<file path="src/rtl/stopwatch_pkg.sv">
// stopwatch_pkg: shared types and constants for the stopwatch front end.
//   sw_state_t    : IDLE / RUN / PAUSE control states
//   SW_CLK_HZ     : default system clock frequency
//   SW_TICK_HZ    : default tick rate (100 Hz -> 10 ms ticks)
//   CLR_PULSE_CYC : width of the active-low clear pulse, in clk cycles
package stopwatch_pkg;

   typedef enum logic [1:0] {SW_IDLE, SW_RUN, SW_PAUSE} sw_state_t;

   localparam int SW_CLK_HZ     = 50_000_000;
   localparam int SW_TICK_HZ    = 100;
   localparam int CLR_PULSE_CYC = 2;

endpackage

</file>
<file path="src/rtl/key_debounce.sv">
// key_debounce: synchronizes and debounces one active-low push-button.
//   clk       : system clock
//   rst       : synchronous active-low reset
//   key_raw   : raw button level, asynchronous to clk (0 = pressed)
//   key_level : debounced level (1 = released)
//   key_press : one-cycle pulse on the debounced 1->0 transition
// The debounced level follows the synced level once it has disagreed with
// it for DEB_CYC+1 consecutive samples; any agreeing sample restarts the
// count. After reset the key must be seen released before it can count,
// so a button held through reset produces no event.
module key_debounce #(
   parameter int DEB_CYC = 2
) (
   input  logic clk,
   input  logic rst,
   input  logic key_raw,
   output logic key_level,
   output logic key_press
);

   localparam int             CW      = $clog2(DEB_CYC + 1);
   localparam logic [CW-1:0]  CNT_MAX = CW'(DEB_CYC);

   logic          sync1_q, sync1_d;
   logic          sync2_q, sync2_d;
   logic          armed_q, armed_d;
   logic [CW-1:0] cnt_q,   cnt_d;
   logic          level_q, level_d;
   logic          press_q, press_d;

   always_comb begin
      sync1_d = key_raw;
      sync2_d = sync1_q;
      // Synchronizer resets to "pressed", so a 1 here is a genuine release.
      armed_d = armed_q | sync2_q;
      cnt_d   = '0;
      level_d = level_q;
      press_d = 1'b0;
      if (armed_q && (sync2_q != level_q)) begin
         if (cnt_q == CNT_MAX) begin
            level_d = sync2_q;
            press_d = ~sync2_q;
         end else begin
            cnt_d = cnt_q + CW'(1);
         end
      end
   end

   always_ff @(posedge clk) begin
      if (!rst) begin
         sync1_q <= 1'b0;
         sync2_q <= 1'b0;
         armed_q <= 1'b0;
         cnt_q   <= '0;
         level_q <= 1'b1;
         press_q <= 1'b0;
      end else begin
         sync1_q <= sync1_d;
         sync2_q <= sync2_d;
         armed_q <= armed_d;
         cnt_q   <= cnt_d;
         level_q <= level_d;
         press_q <= press_d;
      end
   end

   assign key_level = level_q;
   assign key_press = press_q;

endmodule

</file>
<file path="src/rtl/stopwatch_ctrl.sv">
// stopwatch_ctrl: button debouncing, IDLE/RUN/PAUSE control and 100 Hz
// tick generation for the stopwatch.
//   clk       : system clock
//   rst       : synchronous active-low reset
//   key_start : raw start/stop button, active-low
//   key_clr   : raw clear button, active-low
//   key_lap   : raw lap button, active-low (STOPWATCH_LAP_EN only)
//   cnt_10ms  : one-cycle tick every TICK_DIV RUN cycles
//   cnt_rst   : active-low clear for downstream counters
//   running   : high while in RUN
//   lap_hold  : display freeze request (STOPWATCH_LAP_EN only)
// Build option: define STOPWATCH_LAP_EN to add the lap button and lap_hold.
module stopwatch_ctrl
   import stopwatch_pkg::*;
#(
   parameter int CLK_HZ  = SW_CLK_HZ,
   parameter int TICK_HZ = SW_TICK_HZ,
   parameter int DEB_MS  = 20
) (
   input  logic clk,
   input  logic rst,
   input  logic key_start,
   input  logic key_clr,
`ifdef STOPWATCH_LAP_EN
   input  logic key_lap,
   output logic lap_hold,
`endif
   output logic cnt_10ms,
   output logic cnt_rst,
   output logic running
);

   localparam int             TICK_DIV = CLK_HZ / TICK_HZ;
   localparam int             DEB_CYC  = CLK_HZ / 1000 * DEB_MS;
   localparam int             DW       = $clog2(TICK_DIV);
   localparam logic [DW-1:0]  DIV_LAST = DW'(TICK_DIV - 1);
   localparam int             CRW      = $clog2(CLR_PULSE_CYC + 1);

   logic start_ev, clr_ev;
   logic start_level_unused, clr_level_unused;

   key_debounce #(.DEB_CYC(DEB_CYC)) u_deb_start (
      .clk(clk), .rst(rst), .key_raw(key_start),
      .key_level(start_level_unused), .key_press(start_ev));

   key_debounce #(.DEB_CYC(DEB_CYC)) u_deb_clr (
      .clk(clk), .rst(rst), .key_raw(key_clr),
      .key_level(clr_level_unused), .key_press(clr_ev));

`ifdef STOPWATCH_LAP_EN
   logic lap_ev, lap_level_unused;
   logic lap_q, lap_d;

   key_debounce #(.DEB_CYC(DEB_CYC)) u_deb_lap (
      .clk(clk), .rst(rst), .key_raw(key_lap),
      .key_level(lap_level_unused), .key_press(lap_ev));
`endif

   sw_state_t      state_q, state_d;
   logic [DW-1:0]  div_q, div_d;
   logic [CRW-1:0] clr_cnt_q, clr_cnt_d;
   logic           tick_q, tick_d;
   logic           cnt_rst_q, cnt_rst_d;
   logic           running_q, running_d;

   always_comb begin
      state_d   = state_q;
      div_d     = div_q;
      tick_d    = 1'b0;
      clr_cnt_d = (clr_cnt_q != '0) ? clr_cnt_q - CRW'(1) : '0;
`ifdef STOPWATCH_LAP_EN
      lap_d     = lap_q;
`endif
      if (clr_ev) begin
         // Clear overrides a coincident start event.
         state_d   = SW_IDLE;
         div_d     = '0;
         clr_cnt_d = CRW'(CLR_PULSE_CYC - 1);
`ifdef STOPWATCH_LAP_EN
         lap_d     = 1'b0;
`endif
      end else begin
         // Divider only moves in RUN; PAUSE keeps the sub-tick phase.
         if (state_q == SW_RUN) begin
            div_d  = (div_q == DIV_LAST) ? '0 : div_q + DW'(1);
            tick_d = (div_q == DIV_LAST);
         end
         if (start_ev) begin
            case (state_q)
               SW_IDLE:  state_d = SW_RUN;
               SW_RUN:   state_d = SW_PAUSE;
               SW_PAUSE: state_d = SW_RUN;
               default:  state_d = SW_IDLE;
            endcase
         end
`ifdef STOPWATCH_LAP_EN
         if (lap_ev && (state_q == SW_RUN))
            lap_d = ~lap_q;
`endif
      end
      // Low in the event cycle plus the remaining stretch cycles.
      cnt_rst_d = ~(clr_ev | (clr_cnt_q != '0));
      tick_d    = tick_d & cnt_rst_d;
      running_d = (state_d == SW_RUN);
   end

   always_ff @(posedge clk) begin
      if (!rst) begin
         state_q   <= SW_IDLE;
         div_q     <= '0;
         clr_cnt_q <= '0;
         tick_q    <= 1'b0;
         cnt_rst_q <= 1'b0;
         running_q <= 1'b0;
`ifdef STOPWATCH_LAP_EN
         lap_q     <= 1'b0;
`endif
      end else begin
         state_q   <= state_d;
         div_q     <= div_d;
         clr_cnt_q <= clr_cnt_d;
         tick_q    <= tick_d;
         cnt_rst_q <= cnt_rst_d;
         running_q <= running_d;
`ifdef STOPWATCH_LAP_EN
         lap_q     <= lap_d;
`endif
      end
   end

   assign cnt_10ms = tick_q;
   assign cnt_rst  = cnt_rst_q;
   assign running  = running_q;
`ifdef STOPWATCH_LAP_EN
   assign lap_hold = lap_q;
`endif

endmodule

</file>
<file path="config.mk">
export PLATFORM = sky130hd
export DESIGN_NAME = stopwatch_ctrl
export DESIGN_NICKNAME = d
export VERILOG_FILES = /design/src/rtl/stopwatch_pkg.sv /design/src/rtl/key_debounce.sv /design/src/rtl/stopwatch_ctrl.sv
export SDC_FILE = /design/constraint.sdc
export NUM_CORES = 1
export LEC_CHECK = 0
export ABC_AREA = 0
export ABC_CLOCK_PERIOD_IN_PS = 2200
export CORE_UTILIZATION = 30
export CTS_BUF_LIST = sky130_fd_sc_hd__clkbuf_4
export DETAILED_ROUTE_END_ITERATION = 8
export PLACE_DENSITY = 0.53
export SLEW_MARGIN = 10
export SYNTH_ARGS = -nofsm -noshare
export SYNTH_HDL_FRONTEND = slang
export SYNTH_SLANG_ARGS = --single-unit
export TNS_END_PERCENT = 20
</file>
<file path="constraint.sdc">
create_clock -name clk -period 2.2 [get_ports clk]
set_input_delay 0.44 -clock clk [delete_from_list [all_inputs] [get_ports clk]]
set_output_delay 0.44 -clock clk [all_outputs]
set_load 0.02 [all_outputs]
</file>
==> run_results.csv <==
group,metric,value,unit
outcome,outcome,"completed",
synthesis,yosys_warnings,0,
setup_path,start_kind,"register",
detailed_routing,dr_total_vias,2625,
sta,slew_headroom,70.6,%
synthesis,postSynthCellCount,384,
setup_path,worstSetupEndpointType,"register",
layout,fillers,1176,
layout,fin_util,34.8,%
detailed_routing,via_per_inst,4.85,
setup_path,worst_r2r_path_depth,5,
synthesis,synth_async_sr_flop_share,0,%
sta,hold_viol,0,
clock_tree,insertion_delay,0.44,ns
sta,slew_viol_final,0,
layout,nets,407,
clock_tree,numCtsBuffers,9,
setup_path,cp.required,2.59,ns
placement,hpwl,4550,µm
layout,drive_gt1_share,10.5,%
grt,grt_pass1_wl,11100,µm
sta,worst_slack,0.278,ns
synthesis,synth_seq_area_share,43.9,%
power_and_ir_drop,vdd_drop_max,0.333,mV
synthesis,synth_common_cells,"76 x dfxtp_1, 40 x nor2_1, 28 x xnor2_1",
setup_path,cp_slowest_cell,"or4b_4",
setup_path,worstReg2RegEnd,"div_q[16]",
floorplan,die_w,110,µm
setup_path,r2r_setup_slack,0.28,ns
sta,grt_setup_unrepaired,"no",
power_and_ir_drop,power.density,595,nW/µm²
sta,totalNegativeSetupSlack,0,ns
clock_tree,ctsResizeCount,0,
synthesis,post-synth-top-count-cell,"dfxtp_1",
synthesis,synth_top_area_cell,"dfxtp_1",
setup_path,rr_startpoint,"div_q[0]",
clock_tree,cts_max_level,3,
sta,period_minus_slack,1.92,ns
placement,io_buffers,6,
clock_tree,hold_buffers,0,
hold_path,hp-class,"reg2reg",
layout,area_growth,10.6,%
floorplan,die_area,12000,µm²
floorplan,ios,7,
sta,finalSetupViolCount,0,
synthesis,synth_nets,395,
synthesis,ys_ff_latch,76,
placement,dp_slack,0.277,ns
synthesis,synth_edf_count,0,
synthesis,syn_area,3470,µm²
power_and_ir_drop,p_leak,1.09,nW
clock_tree,cts_tree,"yes",
sta,fin_crit_sh,87.4,%
clock_tree,cts_buffer_depth,2,
layout,final_cells,541,
synthesis,synth_top_cell_area_share,43.9,%
setup_path,slowest_delay,0.50,ns
setup_path,path_buf_inv,0,
detailed_routing,routedWlPerCell,11.8,µm
sta,tightest_slew,0.440,ns
floorplan,core_region_area,11000,µm²
synthesis,synth_cell_types,46,
floorplan,start_util,31.4,%
clock_tree,cts.sinks,76,
setup_path,cp_max_fo,6,
setup_path,path_cells,"ha_1, nand4b_2, or3_4, or4b_4, a21oi_2",
clock_tree,clock-root-buffer,"clkbuf_4",
detailed_routing,drc_errors,0,
detailed_routing,drt_iter0_drc,88,
synthesis,synth.avg_cell_area,9.03,µm²
run,cap_violations,0,
clock_tree,post_cts.repair.setup_buffers,0,
synthesis,synthTopCellsByArea,"dfxtp_1 44%, xnor2_1 7.1%, nor2_1 4.3%, xor2_1 3.5%, nand3_1 3.2%",
sta,max_freq,0.520,GHz
hold_path,hold_path_end,"u_deb_clr.sync2_q",
hold_path,holdPathStages,1,
setup_path,cp.arrival,2.31,ns
detailed_routing,routed_wl,6400,µm
placement,place_inst,525,
detailed_routing,postRouteAntennaNets,0,
hold_path,hp-start,"u_deb_clr.sync1_q",
layout,n_antenna_cell,0,
setup_path,crit_family,"simple AND/OR/NAND/NOR gates",
clock_tree,cts.clk_slew.worst_paths,0.13,ns
grt,grt_usage,12.0,%
detailed_routing,first_pass_iters,4,
floorplan,die_h,110,µm
grt,grt_max_degree,21,
synthesis,synth-main-ff-cell,"dfxtp_1",
grt,grt_pass1_vias,2460,
sta,fin_skew,0.0170,ns
setup_path,worst-setup-path-type,"reg2reg",
grt,antenna_found_initial,0,
grt,grt_overflow,0,
placement,place_congestion,0.821,
floorplan,fp-row-count,38,
-- worst reg2reg max path: cells and delay by family, from the launching register on --
kind	cells	cell delay [ns]
simple gates	3	1.16
flops	1	0.38
fa+ha+maj	1	0.21
compound gates	1	0.13
-- layer usage --
layer  GRT usage, %  up-vias  share of wire [%]
met5              0        -                  0
met4           4.00        0                1.2
met3           5.04        7                3.8
met2           19.6       18                 46
met1           14.0     1216                 49
li1               -     1384                  -
-- metrics by stage --
stage	power (mW)	area [µm²]	hold slack [ns]
floorplan	1.45	3470	0.412
global placement	1.47	3690	0.421
detailed placement	1.47	3690	0.420
CTS	2.34	3830	0.444
global route	2.40	3830	0.465
finish	2.28	3830	0.439
-- kinds of logic after synthesis --
group	Yosys count	share of synthesized area, %
buf+inv	32	3.90
simple gates	187	31.1
flops	76	43.9
compound gates	38	7.36
fa+ha+maj	7	2.53
xor+xnor	42	10.6
mux	2	0.577
-- placed cells by master, fill, tap and decap left out, types with 3 or more instances in the layout --
cell             netlist  layout
dfxtp_1               76      76
nor2_1                40      40
xnor2_1               28      28
nand3_1               22      22
inv_1                 20      20
nand2_1               18      18
nand4_1               16      16
a21oi_1               15      15
xor2_1                14      14
nor3_1                14      14
nor4_1                11      11
nor2_2                10      10
o31ai_1               10      10
or4_1                 10      10
clkbuf_4               0      10
ha_1                   7       7
buf_4                  0       7
nor4b_1                6       6
and2_1                 6       6
clkdlybuf4s50_1        0       6
and4_1                 5       5
nand2b_1               4       4
or3_1                  4       4
o21ai_0                4       4
or2_1                  3       3
o21a_1                 3       3
clkinvlp_4             0       3
-- cell type report --
class	instances	area, µm²	share of cell area (%)
clock inverters	6	65.1	1.70
multi-input cells	276	1810	47.2
inverters	20	75.1	1.96
clock buffers	10	75.1	1.96
repair buffers	13	113	2.94
well taps	140	175	4.57
flip-flops and latches	76	1520	39.7
-- sequential cells by signal (all words and copies together) (netlist names) --
| name | flops |
|---|---|
| u_deb_clr.cnt_q | 20 |
| u_deb_start.cnt_q | 20 |
| div_q | 19 |
| clr_cnt_q | 2 |
| state_q | 2 |
| cnt_10ms | 1 |
| cnt_rst | 1 |
| running | 1 |
| u_deb_clr.armed_q | 1 |
| u_deb_clr.key_level | 1 |
| u_deb_clr.key_press | 1 |
| u_deb_clr.sync1_q | 1 |
| u_deb_clr.sync2_q | 1 |
| u_deb_start.armed_q | 1 |
| u_deb_start.key_level | 1 |
| u_deb_start.key_press | 1 |
| u_deb_start.sync1_q | 1 |
| u_deb_start.sync2_q | 1 |
-- power breakdown --
part | total, mW | leakage, nW | internal (mW) | switching [mW]
Sequential | 1.39 | 0.614 | 1.38 | 0.00560
Clock | 0.846 | 0.0663 | 0.356 | 0.490
Combinational | 0.0469 | 0.412 | 0.0198 | 0.0271
-- worst max-delay path by stage --
stage               cells after the start     start   endpoint
floorplan                               5  div_q[0]  div_q[16]
global placement                        5  div_q[0]  div_q[16]
detailed placement                      5  div_q[0]  div_q[16]
CTS                                     5  div_q[0]  div_q[16]
global route                            5  div_q[0]  div_q[16]
finish                                  5  div_q[0]  div_q[16]
Power figures use the tool's default switching activity.
